===== config.mk =====
export PLATFORM = sky130hd
export DESIGN_NAME = instr_stream_sequencer
export DESIGN_NICKNAME = d
export VERILOG_FILES = /design/src/rtl/instr_stream_sequencer.sv
export SDC_FILE = /design/constraint.sdc
export NUM_CORES = 1
export LEC_CHECK = 0
export CELL_PAD_IN_SITES_DETAIL_PLACEMENT = 0
export CELL_PAD_IN_SITES_GLOBAL_PLACEMENT = 2
export CORE_ASPECT_RATIO = 1.4
export CORE_MARGIN = 4
export CORE_UTILIZATION = 36
export DETAILED_ROUTE_END_ITERATION = 7
export GPL_TIMING_DRIVEN = 0
export MAX_ROUTING_LAYER = met4
export PLACE_DENSITY_LB_ADDON = 0.1
export SETUP_SLACK_MARGIN = 0.05
export SYNTH_ARGS = -nofsm -noshare
export SYNTH_HDL_FRONTEND = slang
export SYNTH_SLANG_ARGS = --single-unit

===== constraint.sdc =====
create_clock -name clk -period 2.5 [get_ports clk]
set_input_delay 0.5 -clock clk [delete_from_list [all_inputs] [get_ports clk]]
set_output_delay 0.5 -clock clk [all_outputs]
set_load 0.02 [all_outputs]

===== src/rtl/instr_stream_sequencer.sv =====
// Timestep owner and prefetch buffer for the processor controller: feeds external
// words from a small FIFO and stalls the datapath through one advance strobe.
module instr_stream_sequencer #(
  parameter int unsigned DATA_W = 10,
  parameter int unsigned DEPTH  = 4,
  parameter int unsigned CNT_W  = 16
) (
  input  logic                     clk,
  input  logic                     reset,
  input  logic [DATA_W-1:0]        src_data,
  input  logic                     src_valid,
  output logic                     src_ready,
  input  logic                     run,
  input  logic                     flush,
  input  logic                     ext_req,
  input  logic                     clr_req,
  output logic [DATA_W-1:0]        ext_data,
  output logic [1:0]               timestep,
  output logic                     adv,
  output logic                     stall,
  output logic [$clog2(DEPTH):0]   fifo_count,
  output logic [CNT_W-1:0]         retired
);

  localparam int unsigned AW = $clog2(DEPTH);
  localparam int unsigned CW = AW + 1;

  logic [DATA_W-1:0] mem [DEPTH];
  logic [AW-1:0]     wr_ptr;
  logic [AW-1:0]     rd_ptr;
  logic              empty;
  logic              full;
  logic              push;
  logic              pop;

  // Handshake and advance control are purely combinational so a stall releases
  // on the very cycle the awaited word becomes visible.
  assign empty     = (fifo_count == CW'(0));
  assign full      = (fifo_count == CW'(DEPTH));
  assign src_ready = !reset && !full && !flush;
  assign stall     = run && ext_req && empty;
  assign adv       = run && !stall && !flush;
  assign push      = src_valid && src_ready;
  assign pop       = adv && ext_req;
  assign ext_data  = empty ? DATA_W'(0) : mem[rd_ptr];

  always_ff @(posedge clk) begin
    if (push) mem[wr_ptr] <= src_data;
  end

  // FIFO pointers and occupancy; count only registers, so no fall-through.
  always_ff @(posedge clk or posedge reset) begin
    if (reset) begin
      wr_ptr     <= '0;
      rd_ptr     <= '0;
      fifo_count <= '0;
    end else if (flush) begin
      wr_ptr     <= '0;
      rd_ptr     <= '0;
      fifo_count <= '0;
    end else begin
      if (push) wr_ptr <= wr_ptr + AW'(1);
      if (pop)  rd_ptr <= rd_ptr + AW'(1);
      if (push && !pop)      fifo_count <= fifo_count + CW'(1);
      else if (pop && !push) fifo_count <= fifo_count - CW'(1);
    end
  end

  // Timestep: flush wins, then end-of-instruction, then normal advance.
  always_ff @(posedge clk or posedge reset) begin
    if (reset)              timestep <= 2'd0;
    else if (flush)         timestep <= 2'd0;
    else if (adv && clr_req) timestep <= 2'd0;
    else if (adv)           timestep <= timestep + 2'd1;
  end

  // Retired-instruction count survives flush and wraps naturally.
  always_ff @(posedge clk or posedge reset) begin
    if (reset)               retired <= '0;
    else if (adv && clr_req) retired <= retired + CNT_W'(1);
  end

endmodule


# Yosys cells after proc, flatten, opt, wreduce, memory -nomap -nowiden
# Memories as Yosys holds them, arrays and structs flattened.
# Index checks and enable logic that the tools add are counted.
# word_totals
reg_bits,25
latchBits,0
ramBits,40
mem_bits_ro,0
in_bits,17
output_inout_bits,34
word_cells,48
mem_count,1
# classes
addsub,6
n_mul,0
div,0
order_cmp,0
eq_ne,1
shifts,0
muxes,13
bitwise_logic,0
n_reduce_logical,22
# memory_table
memory,depth,word_bits,read_ports,rd_clocked_by_memory_dff,wr,line_no,text
mem,4,10,1,0,1,28,logic [DATA_W-1:0] mem [DEPTH];
# op_table
operator,n
$add 16x1->16 const B,1
$mux 2,7
$logic_and 1x1->1,11
$mux 10,1
$mux 3,3
$add 2x1->2 const B,3
$logic_not 1->1,6
$reduce_bool 3->1,2
$reduce_bool 2->1,2
$add 3x1->3 const B,1
$eq 3x3->1 const B,1
$logic_not 3->1,1
$sub 3x1->3 const B,1
$mux 1,2

# Logic depth before layout (Yosys ltp)
# Gate-level depths: netlist of the first run.
# logic_depth
depth_word,10
depth_mapped,8
mapped_depth_nobuf,7

# Worst setup path after synthesis of the first run
# No wires, ideal clock.
# synth_timing
path_kind,register to register
startpoint,register fifo_count[0]
endpoint,register fifo_count[2]
setup_time_ps,137
t_arrival_ps,1860
slack_ps,503
path_stages_with_launch,8
n_path_buf,0
cell_sequence,dfrtp_1 nor2_1 a211oi_1 and2_1 fa_1 nor4bb_1 o21ai_0 a31oi_1
# synth_via
elab_chain_len,10
# synth_rtl
element,line_no,text
from (decl),21,"output logic [$clog2(DEPTH):0] fifo_count,"
from (signal assigned),64,if (push && !pop) fifo_count <= fifo_count + CW'(1);
from (signal assigned),65,else if (pop && !push) fifo_count <= fifo_count - CW'(1);
$logic_not 3->1,38,assign empty = (fifo_count == CW'(0));
$logic_and 1x1->1,41,assign stall = run && ext_req && empty;
$logic_not 1->1,42,assign adv = run && !stall && !flush;
$logic_and 1x1->1 (2 in series),42,
$logic_and 1x1->1,44,assign pop = adv && ext_req;
$logic_not 1->1,64,
$logic_and 1x1->1,64,
$mux 3,64,
$mux 3,57,end else if (flush) begin
# Parallel ways exist; a longest one is shown, timed or not. The select of a mux whose other input is x is not followed.
# A chain may end at the register's enable or synchronous reset.

# Final worst setup path of the first run
# layout_timing
startpoint,input port flush
endpoint,output port src_ready
# layout_via
elab_chain_len,2
# layout_rtl
element,line_no,text
from (decl),14,"input logic flush,"
$logic_not 1->1,40,assign src_ready = !reset && !full && !flush;
$logic_and 1x1->1,40,
to (decl),12,"output logic src_ready,"
# Every way passes these cells.

==> results of run 1 <==
==> cell usage after synthesis, types with 2 or more instances <==
| cell | count | area, µm² |
|---|---|---|
| a31oi_1 | 2 | 12.5 |
| and3_1 | 2 | 12.5 |
| buf_2 | 2 | 10.0 |
| nor2_1 | 19 | 71.3 |
| nand3_1 | 5 | 25.0 |
| a21oi_1 | 2 | 10.0 |
| edfxtp_1 | 40 | 1200 |
| mux4_2 | 10 | 225 |
| inv_1 | 7 | 26.3 |
| mux2_1 | 2 | 22.5 |
| dfrtp_1 | 25 | 626 |
| nand2_1 | 8 | 30.0 |
| and2_1 | 16 | 100 |
| clkbuf_1 | 4 | 15.0 |
| or4b_1 | 2 | 20.0 |
| a211oi_1 | 2 | 15.0 |
| xor2_1 | 8 | 70.1 |
| o211ai_1 | 2 | 15.0 |
| nor2b_1 | 2 | 12.5 |
| o21ai_0 | 2 | 10.0 |
| xnor2_1 | 11 | 96.3 |
| nand4_1 | 6 | 37.5 |
| ha_1 | 5 | 62.6 |
==> timing repair <==
| item | in CTS | in global routing |
|---|---|---|
| pin swaps | 0 | 0 |
| buffers inserted | 0 | 1 |
| endpoints found under the setup margin | 13 | 13 |
| hold endpoints to repair | 0 | 0 |
| resized for setup | 32 | 18 |
==> where the power goes <==
| group | switching (µW) | internal [µW] |
|---|---|---|
| Sequential | 80.3 | 1210 |
| Combinational | 386 | 331 |
| Clock | 410 | 552 |
| Total | 876 | 2090 |
==> metal layers <==
metal | share of wire [%] | GRT usage, % | wire length, µm
met4 | 1.2 | 4.58 | 68
met2 | 50 | 21.5 | 2810
met3 | 3.7 | 4.48 | 206
met5 | 0 | - | 0
met1 | 45 | 15.7 | 2510
==> cells in the final DEF, fill, tap and decap left out, types with 8 or more instances in the layout <==
master           netlist  routed
edfxtp_1              40      40
clkdlybuf4s50_1        0      37
dfrtp_1               25      24
nor2_1                19      19
and2_1                16      15
xnor2_1               11      11
clkbuf_2               0      11
mux4_2                10      10
clkbuf_8               0      10
xor2_1                 8       8
==> flip-flops by register name (all words and copies together), names as in the netlist <==
| signal | cells |
|---|---|
| retired | 16 |
| wr_ptr | 2 |
| fifo_count | 3 |
| timestep | 2 |
| mem | 40 |
| rd_ptr | 2 |
==> cell type report <==
cell class | count | area (µm²) | share of cell area [%]
buffer | 5 | 40.0 | 1.08
clock buffer | 11 | 163 | 4.39
clock inverter | 5 | 60.1 | 1.62
inverter | 7 | 26.3 | 0.710
multi-input combinational | 119 | 1000 | 27.1
sequential | 65 | 1830 | 49.4
tap | 100 | 125 | 3.38
timing repair buffer | 51 | 455 | 12.3
==> through the flow <==
step / instance area, µm² / setup TNS (ns) / hold slack, ns / power (µW) / std cells
after floorplan: 2860 / 0 / 0.527 / 1720 / 197
after global placement: 3490 / -4.31 / 0.462 / 2060 / 347
after detailed placement: 3490 / -4.55 / 0.472 / 2060 / 347
after CTS: 3730 / 0 / 0.484 / 3030 / 362
after global routing: 3700 / 0 / 0.504 / 3140 / 363
final: 3700 / 0 / 0.485 / 2970 / 363
==> worst paths after layout <==
check / start / slack [ns] / depth (start not counted) / end
setup / recovery: flush / 0.12 / 4 / src_ready
hold / removal: retired[15]$_DFFE_PP0P_ / 0.48 / 1 / retired[15]$_DFFE_PP0P_
setup reg to reg: fifo_count[0]$_DFFE_PP0P_ / 0.29 / 7 / fifo_count[2]$_DFFE_PP0P_
hold reg to reg: retired[15]$_DFFE_PP0P_ / 0.48 / 1 / retired[15]$_DFFE_PP0P_
max in group asynchronous: reset / 1.07 / 2 / rd_ptr[0]$_DFFE_PP0P_
min in group asynchronous: reset / 0.74 / 2 / fifo_count[2]$_DFFE_PP0P_
==> kinds of logic (layout without fill, tap and decap cells) <==
logic type / after synthesis / in the layout / share of synthesized area, %
AO/OA/AOI/OAI: 10 / 10 / 2.18
multiplexers: 14 / 14 / 9.39
XOR/XNOR: 19 / 19 / 5.81
AND/OR/NAND/NOR: 70 / 70 / 14.2
buffers and inverters: 13 / 79 / 1.79
flip-flops: 65 / 65 / 63.8
adder cells (fa/ha/maj): 6 / 6 / 2.88
==> flow_summary_export.csv, run 1 <==
group,metric,value,unit
logic_synthesis,ys.flop_type,"edfxtp_1",
global_route,number_of_antenna_violations_at_the_first_check_in_global_routing,0,
cts,ctsLongestPathBuffers,2,
floorplanning,core,7750,µm²
timing,finalWorstSetupSlack,0.116,ns
floorplanning,rows,38,
min_path,hold_path.class,"reg2reg",
global_route,grt_first_pass_wirelength,9.46,mm
setup_path,cp_max_fo,10,
floorplanning,floorplan.io_pins,51,
timing,final.setup_skew,0.0112,ns
setup_path,timing.critical_path.cells,"clkdlybuf4s50_1 -> buf_2 -> a211oi_1 -> dlygate4sd2_1",
floorplanning,initial_core_util,37.0,%
cts,clkLatencyLatePin,0.34,ns
routing,drtIter0Drc,121,
setup_path,critical_path.n_buffers_inverters,3,
final_layout,final_net_count,281,
setup_path,critPathSlowestCell,"clkdlybuf4s50_1",
setup_path,worst-endpoint-arrival,1.88,ns
power,vdd_ir_drop_max,0.394,mV
status,run_status,"completed",
timing,post-route-period-util,95.4,%
setup_path,worst_path_largest_cell_delay,0.56,ns
logic_synthesis,syn_avg_cell_area,14.5,µm²
global_route,gr-usage-all-layers,13.3,%
final_layout,finish.utilization,47.8,%
final_layout,antennaDiodeCount,0,
power,power_density,801,nW/µm²
power,power.static_leakage,0.00140,µW
cts,cts.reportedPaths.clkPinSlew,0.08,ns
routing,detailedRoute.firstPassIterationCount,6,
placed_design,port_buffers,50,
floorplanning,design.die.area,9470,µm²
timing,finalWorstPathRequiredPeriod,2.38,ns
routing,drc,0,
cts,tritoncts.num_buffers,9,
cts,tritoncts,"done",
global_route,grt_start_max_net_pins,26,
setup_path,startpoint_type,"primary input",
routing,ant_nets,0,
logic_synthesis,seq_area_frac_synth,63.8,%
final_layout,layout-drive-gt1-share,20.2,%
setup_path,critical_path_required,2.00,ns
cts,hold_buffers,0,
routing,number_of_vias_after_detailed_routing,1779,
routing,drt-total-wl,5.60,mm
timing,setup-violations-final,0,
timing,max_freq,419,MHz
logic_synthesis,post_synthesis_cells,197,
setup_path,worstSetupPathType,"in2out",
logic_synthesis,yosysWarnings,0,
logic_synthesis,synthesis.nets,220,
logic_synthesis,synthDistinctLibCells,36,
timing,tightestPinTransition,1.01,ns
timing,timing.max_slew.rel_slack,32.9,%
cts,ctsHtreeMaxLevel,3,
flow_run,max_cap_viol_count,0,
floorplanning,floorplan.die.height,114,µm
floorplanning,fp.dieW,83.4,µm
logic_synthesis,count_of_flip_flops_with_a_built_in_enable_after_synthesis,40,
setup_path,setup.worst_path.end_class,"output port",
global_route,grt-ovfl-total,0,
setup_path,worst_path_dominant_cell_family,"buffers and inverters",
logic_synthesis,yosys_register_bits,65,
routing,vias_per_cell,4.90,
cts,tritoncts_sinks,65,
cts,root_buffer,"clkbuf_8",
final_layout,area_delta_synth_final,29.2,%
routing,wire_length_per_cell,15.4,µm
timing,hold_viol,0,
logic_synthesis,asyncSetResetFlopFracSynth,38.5,%
final_layout,filler_cell_count,689,
timing,slew_viols_final,0,
placed_design,pre_cts_slack,-0.330,ns
placed_design,finalWeightedCongestion,0.700,
timing,setup_repair_after_global_routing_missed_its_margin,"true",
placed_design,dp_hpwl,3.89,mm
logic_synthesis,synthesis.area,2860,µm²
global_route,grt_pass1_vias,1859,
Power figures use the tool's default switching activity.
==> run 2: changes to the inputs <==
--- a/config.mk
+++ b/config.mk
@@ -5,7 +5,7 @@
 export SDC_FILE = /design/constraint.sdc
 export NUM_CORES = 1
 export LEC_CHECK = 0
-export CELL_PAD_IN_SITES_DETAIL_PLACEMENT = 0
+export CELL_PAD_IN_SITES_DETAIL_PLACEMENT = 1
 export CELL_PAD_IN_SITES_GLOBAL_PLACEMENT = 2
 export CORE_ASPECT_RATIO = 1.4
 export CORE_MARGIN = 4
==> flow_summary_export.csv, run 2 (same netlist as run 1, synthesis figures left out) <==
group,metric,value,unit
final_layout,layout-drive-gt1-share,18.9,%
timing,fin_hold_ws,0.482,ns
setup_path,worstReg2RegStart,"fifo_count[0]$_DFFE_PP0P_",
timing,setup-violations-final,0,
timing,max_freq,422,MHz
final_layout,final_std_cells_w_o_fill,364,
final_layout,post-route-cell-area,3710,µm²
setup_path,critical_path_required,2.00,ns
timing,hold_viol,0,
placed_design,dp_hpwl,4.15,mm
final_layout,final_net_count,282,
cts,ctsLongestPathBuffers,2,
placed_design,place.detailed.instances,347,
power,power_density,783,nW/µm²
floorplanning,rows,38,
routing,drc,0,
setup_path,setup_slack_on_the_worst_flop_to_flop_path,0.25,ns
routing,detailedRoute.firstPassIterationCount,4,
routing,drt-total-wl,5.86,mm
min_path,min_from,"retired[15]$_DFFE_PP0P_",
setup_path,worstReg2RegEnd,"fifo_count[2]$_DFFE_PP0P_",
setup_path,startpoint_type,"primary input",
power,power.static_leakage,0.00139,µW
placed_design,finalWeightedCongestion,0.700,
global_route,grt_first_pass_wirelength,9.88,mm
timing,final.setup_skew,0.00753,ns
global_route,grt_pass1_vias,1957,
setup_path,rr_worst_depth,7,
final_layout,area_delta_synth_final,29.4,%
cts,cts.reportedPaths.clkPinSlew,0.08,ns
final_layout,mostFrequentLayoutCell,"edfxtp_1",
routing,ant_nets,0,
final_layout,layout_top_registers,"mem x40, retired x16, fifo_count x3",
cts,tritoncts_sinks,65,
routing,wire_length_per_cell,16.1,µm
global_route,grt-ovfl-total,0,
status,run_status,"completed",
cts,tritoncts,"done",
routing,number_of_vias_after_detailed_routing,1771,
placed_design,port_buffers,50,
timing,final.setup.tns,0,ns
final_layout,finish.utilization,47.8,%
global_route,grt_start_max_net_pins,26,
global_route,number_of_antenna_violations_at_the_first_check_in_global_routing,0,
setup_path,cp_max_fo,7,
flow_run,max_cap_viol_count,0,
floorplanning,design.die.area,9470,µm²
floorplanning,floorplan.die.height,114,µm
cts,tritoncts.num_buffers,9,
min_path,hold_path.class,"reg2reg",
routing,vias_per_cell,4.87,
final_layout,antennaDiodeCount,0,
timing,setup_repair_after_global_routing_missed_its_margin,"false",
power,vdd_ir_drop_max,0.389,mV
setup_path,worstSetupPathType,"in2out",
timing,slew_viols_final,0,
timing,post-route-period-util,94.8,%
setup_path,worst-endpoint-arrival,1.87,ns
cts,root_buffer,"clkbuf_8",
cts,clkLatencyLatePin,0.33,ns
floorplanning,core,7750,µm²
final_layout,largest_reg_flops,40,
min_path,whs_path_depth,1,
timing,tightestPinTransition,0.997,ns
final_layout,most_frequent_cells_in_the_layout,"edfxtp_1, clkdlybuf4s50_1, dfrtp_1, nor2_1, and2_1",
floorplanning,initial_core_util,37.0,%
global_route,gr-usage-all-layers,13.8,%
floorplanning,floorplan.io_pins,51,
routing,drtIter0Drc,76,
timing,finalWorstPathRequiredPeriod,2.37,ns
timing,timing.max_slew.rel_slack,33.4,%
cts,ctsHtreeMaxLevel,3,
min_path,whs_endpoint,"retired[15]$_DFFE_PP0P_",
placed_design,detailed_place.area,3490,µm²
setup_path,setup.worst_path.end_class,"output port",
floorplanning,fp.dieW,83.4,µm
final_layout,max_flop_register,"mem",
run 2: worst max-delay path by stage:
stage                                          from                         to  slack [ns]
after CTS                     rd_ptr[0]$_DFFE_PP0P_                ext_data[4]        0.05
after global routing                          flush                  src_ready        0.05
after global placement                          run                      stall       -0.34
after detailed placement                        run                      stall       -0.35
final                                           run                      stall        0.13
after floorplan           fifo_count[0]$_DFFE_PP0P_  fifo_count[2]$_DFFE_PP0P_        0.50
run 2: cell type report:
cell class	count	area [µm²]
fill	792	4040
sequential	65	1830
multi-input combinational	119	1000
timing repair buffer	52	478
tap	100	125
clock buffer	9	124
clock inverter	7	70.1
buffer	5	51.3
inverter	7	26.3
run 2: layer usage:
metal / wire (µm) / global-route usage, %
met1: 2540 / 16.2
met2: 3050 / 23.6
met3: 229 / 3.32
met4: 42 / 4.25
met5: 0 / -
run 2: repair_timing:
| action | 4_1_cts | 5_1_grt |
|---|---|---|
| setup endpoints to repair | 14 | 13 |
| buffers inserted | 0 | 2 |
| gates resized for setup | 28 | 23 |
| hold buffers | 0 | 0 |
run 2: per-stage QoR:
step           total power [µW]  setup WS, ns
3_3_place_gp               2060        -0.344
4_1_cts                    2940        0.0509
2_1_floorplan              1720         0.503
3_5_place_dp               2070        -0.350
5_1_grt                    3070        0.0523
6_report                   2900         0.130
run 2: report_power, final:
part           internal (µW)  switching [µW]
combinational            357             395
sequential              1210            82.0
clock                    458             405
run 2: worst max-delay path, cell delays in order:
cell	delay, ns
clkdlybuf4s50_1	0.57
and2_2	0.27
nor2b_1	0.18
dlygate4sd2_1	0.35
==> run 3: changes to the inputs <==
--- a/config.mk
+++ b/config.mk
@@ -15,6 +15,7 @@
 export MAX_ROUTING_LAYER = met4
 export PLACE_DENSITY_LB_ADDON = 0.1
 export SETUP_SLACK_MARGIN = 0.05
+export SKIP_CTS_REPAIR_TIMING = 1
 export SYNTH_ARGS = -nofsm -noshare
 export SYNTH_HDL_FRONTEND = slang
 export SYNTH_SLANG_ARGS = --single-unit
==> flow_summary_export.csv, run 3 (same netlist as run 1, synthesis figures left out) <==
group,metric,value,unit
floorplanning,design.die.area,9470,µm²
min_path,whs_path_depth,1,
timing,finalWorstPathRequiredPeriod,2.37,ns
power,vdd_ir_drop_max,0.389,mV
routing,ant_nets,0,
setup_path,worstSetupPathType,"in2out",
cts,tritoncts.num_buffers,9,
timing,timing.max_slew.rel_slack,33.1,%
floorplanning,core,7750,µm²
routing,vias_per_cell,4.95,
cts,cts.reportedPaths.clkPinSlew,0.08,ns
routing,drc,0,
final_layout,most_frequent_cells_in_the_layout,"edfxtp_1, clkdlybuf4s50_1, dfrtp_1, nor2_1, and2_1",
final_layout,largest_reg_flops,40,
status,run_status,"completed",
placed_design,port_buffers,50,
cts,ctsLongestPathBuffers,2,
cts,clkLatencyLatePin,0.32,ns
timing,fin_hold_ws,0.482,ns
cts,tritoncts_sinks,65,
timing,finalWorstSetupSlack,0.130,ns
setup_path,worst-endpoint-arrival,1.87,ns
routing,drt-total-wl,5.84,mm
timing,tightestPinTransition,1.00,ns
final_layout,antennaDiodeCount,0,
placed_design,dp_hpwl,4.15,mm
floorplanning,initial_core_util,37.0,%
global_route,gr-usage-all-layers,13.8,%
final_layout,layout_top_registers,"mem x40, retired x16, fifo_count x3",
timing,hold_viol,0,
routing,number_of_vias_after_detailed_routing,1792,
power,power_density,775,nW/µm²
global_route,grt_first_pass_wirelength,9.88,mm
min_path,min_from,"retired[15]$_DFFE_PP0P_",
cts,root_buffer,"clkbuf_8",
cts,ctsHtreeMaxLevel,3,
final_layout,layout-drive-gt1-share,15.6,%
setup_path,setup_slack_on_the_worst_flop_to_flop_path,0.26,ns
timing,setup-violations-final,0,
setup_path,cp_max_fo,4,
global_route,grt_start_max_net_pins,26,
final_layout,mostFrequentLayoutCell,"edfxtp_1",
global_route,grt-ovfl-total,0,
min_path,whs_endpoint,"retired[15]$_DFFE_PP0P_",
placed_design,finalWeightedCongestion,0.700,
placed_design,pre_cts_slack,-0.350,ns
flow_run,max_cap_viol_count,0,
timing,setup_repair_after_global_routing_missed_its_margin,"false",
routing,wire_length_per_cell,16.1,µm
global_route,grt_pass1_vias,1956,
routing,detailedRoute.firstPassIterationCount,4,
floorplanning,floorplan.die.height,114,µm
setup_path,setup.worst_path.end_class,"output port",
floorplanning,rows,38,
setup_path,worstReg2RegStart,"fifo_count[0]$_DFFE_PP0P_",
timing,final.setup_skew,0.00703,ns
placed_design,detailed_place.area,3490,µm²
power,power.static_leakage,0.00156,µW
floorplanning,fp.dieW,83.4,µm
global_route,number_of_antenna_violations_at_the_first_check_in_global_routing,0,
setup_path,rr_worst_depth,7,
cts,tritoncts,"done",
final_layout,max_flop_register,"mem",
floorplanning,floorplan.io_pins,51,
setup_path,worstReg2RegEnd,"fifo_count[2]$_DFFE_PP0P_",
timing,slew_viols_final,0,
final_layout,area_delta_synth_final,30.6,%
timing,post-route-period-util,94.8,%
routing,drtIter0Drc,72,
final_layout,post-route-cell-area,3740,µm²
final_layout,final_net_count,280,
min_path,hold_path.class,"reg2reg",
setup_path,startpoint_type,"primary input",
setup_path,critical_path_required,2.00,ns
timing,max_freq,422,MHz
run 3: cell types whose count changed in the layout (fill, tap and decap cells not counted), sizes merged:
cell / change
dlymetal6s2s: +13
clkbuf: -8
clkdlybuf4s15: -4
buf: -1
dlygate4sd1: -1
dlygate4sd2: -1
run 3: worst max path at each step:
stage / start / slack, ns / cells after the start / end
5_1_grt: reset / 0.04 / 8 / fifo_count[2]$_DFFE_PP0P_
2_1_floorplan: fifo_count[0]$_DFFE_PP0P_ / 0.50 / 7 / fifo_count[2]$_DFFE_PP0P_
3_3_place_gp: run / -0.34 / 5 / stall
6_report: ext_req / 0.13 / 5 / adv
4_1_cts: rd_ptr[0]$_DFFE_PP0P_ / -0.40 / 4 / ext_data[4]
3_5_place_dp: run / -0.35 / 5 / stall
run 3: critical path: stages:
cell and delay (ns):
clkdlybuf4s50_1 0.48, or4b_4 0.51, nand2_2 0.12, nor2_1 0.05, dlymetal6s2s_1 0.21
run 3: per-stage QoR:
| stage | instances | util [%] | TNS, ns | total power, µW |
|---|---|---|---|---|
| 2_1_floorplan | 197 | - | 0 | 1720 |
| 3_3_place_gp | 347 | 45.0 | -4.31 | 2060 |
| 3_5_place_dp | 347 | 45.0 | -4.97 | 2070 |
| 4_1_cts | 363 | 47.5 | -4.81 | 2940 |
| 5_1_grt | 362 | 48.3 | 0 | 3070 |
| 6_report | 362 | 48.3 | 0 | 2900 |
run 3: metal layers:
layer / vias to the layer above / global-route usage [%] / part of all wire [%]
li1: 843 / - / -
met1: 898 / 16.2 / 43
met2: 45 / 23.6 / 52
met3: 6 / 3.32 / 4.0
met4: 0 / 4.25 / 0.89
met5: - / - / 0
run 3: cell type report:
cell class / instances / area, µm²
Tap cell: 100 / 125
Buffer: 5 / 31.3
Clock inverter: 7 / 70.1
Sequential cell: 65 / 1830
Clock buffer: 9 / 124
Timing Repair Buffer: 50 / 533
Fill cell: 783 / 4010
Multi-Input combinational cell: 119 / 1000
Inverter: 7 / 26.3
run 3: where the power goes:
group,switching [µW],total [µW],internal [µW]
sequential,81.7,1290,1210
clock,402,860,458
combinational,388,750,362
==> variant: new RTL, settings of run 3 <==
`CNT_W`: 16 -> 32.
--- a/src/rtl/instr_stream_sequencer.sv
+++ b/src/rtl/instr_stream_sequencer.sv
@@ -3,7 +3,7 @@
 module instr_stream_sequencer #(
   parameter int unsigned DATA_W = 10,
   parameter int unsigned DEPTH  = 4,
-  parameter int unsigned CNT_W  = 16
+  parameter int unsigned CNT_W  = 32
 ) (
   input  logic                     clk,
   input  logic                     reset,
Interface: changed (resized retired); port bits go from 51 to 67. The function was not compared with the original's and may differ.
==> variant against run 3 <==
  * Sequential cell count increased by 16
  * Non-clock buffer count grew 25
  * Setup slack worse by 0.015 ns
  * Power increased by 36%
  * Sequential power up 21%
  * Wire length up 57%
  * Combinational power increased by 43%
  * Die area grew 29%
  * Cell area increased by 36%
  * Synthesized area increased by 32%
  * Count of clock-buffer cells in the layout up 1
  * Core utilization grew 2.1 points
  * Critical path type is now flip-flop to primary output
==> variant: results (changes against run 3) <==
- I/O Buffers: 66 (+32%)
- Reg2reg setup slack: 0.17 ns (-0.09 ns)
- Min-delay src: retired[31]
- Synth cell types: 45 (+25%)
- DR WL met3: 305 um (+32%)
- Worst-path fanout max: 9 (+5)
- Critical path origin: fifo_count[0]
- Clk_lat worst skew: 0.34 ns (+0.02 ns)
- Maximum VDD drop: 0.000436 V (+12%)
- Worst reg2reg endpoint: fifo_count[1]
- Clock transition at path regs: 0.06 ns (-0.02 ns)
- Final #Nets: 384 (+37%)
- Cell count of the worst reg-to-reg path: 8 (+1)
- Worst path max stage delay: 0.61 ns (+0.10 ns)
- Skew final: 0.00608 ns (-0.000956 ns)
- Fillers: 1,043 (+33%)
- Measured slew at the worst slew-check pin: 0.583 ns (-0.420 ns)
- Area after DPL: 0.00462 mm^2 (+32%)
- Status: finished clean
- Top Registers: mem x40, retired x32, fifo_count x3
- Sequential area share after synthesis: 0.591 (-0.0471)
- Ys flop type: dfrtp_1
- Sw frac: 0.299 (-0.00104)
- Synth area leaders: edfxtp_1, dfrtp_1, mux4_2
- First-pass GRT wire length: 15,200 um (+54%)
- Endpoint, Worst Hold: retired[31]
- Largest net degree at the start of global routing: 35 (+35%)
- Root Buffer: clkbuf_16
- Post-DP HPWL: 6290 um (+52%)
- Multi-input logic area: 0.00150 mm^2 (+49%)
- Via/cell ratio: 5.17 (+4.4%)
- Drt first-iter violations: 52 (-28%)
- Vias in the first global route: 2,898 (+48%)
- Aggregate global-route resource usage: 0.168 (+0.0301)
variant: changes by cell type after synthesis, moves of 9 or more:
cell / run 3 / this run
xor2_1: 8 / 19
nand3_1: 5 / 14
nand2_1: 8 / 18
and2_1: 16 / 3
dfrtp_1: 25 / 41
and3_1: 2 / 11
nor2b_1: 2 / 11
variant: layout make-up:
class / count / share of cell area
clock inverter: 6 / 0.0133
timing repair buffer: 72 / 0.154
sequential: 81 / 0.439
clock buffer: 10 / 0.0451
buffer: 8 / 0.0123
tap: 135 / 0.0333
inverter: 9 / 0.00715
multi-input combinational: 180 / 0.296
variant: layer usage:
layer / global-route usage / up-vias
met5: - / -
met4: 0.0756 / 0
met3: 0.0221 / 16
met2: 0.288 / 56
met1: 0.197 / 1312
li1: - / 1205
variant: kinds of logic after synthesis:
| logic type | synth area share |
|---|---|
| fa+ha+maj | 0.0219 |
| simple gates | 0.185 |
| compound gates | 0.0319 |
| buf+inv | 0.0202 |
| xor+xnor | 0.0790 |
| flops | 0.591 |
| mux | 0.0710 |
variant: power by group through the flow:
stage	Clock, W	Sequential, W	Combinational, W
after detailed placement	0	0.00158	0.00101
after CTS	0.00136	0.00156	0.00101
after global placement	0	0.00158	0.000984
after floorplan	0	0.00163	0.000521
final	0.00132	0.00156	0.00107
after global routing	0.00144	0.00157	0.00116
variant: per-stage QoR:
stage / instances / hold slack [ns] / worst slack, ns / setup TNS (ns)
after floorplan: 278 / 0.499 / 0.217 / 0
after global placement: 479 / 0.467 / -1.20 / -5.84
after detailed placement: 480 / 0.460 / -0.503 / -3.96
after CTS: 496 / 0.449 / -0.515 / -4.95
after global routing: 501 / 0.509 / 0.0230 / 0
final: 501 / 0.475 / 0.115 / 0
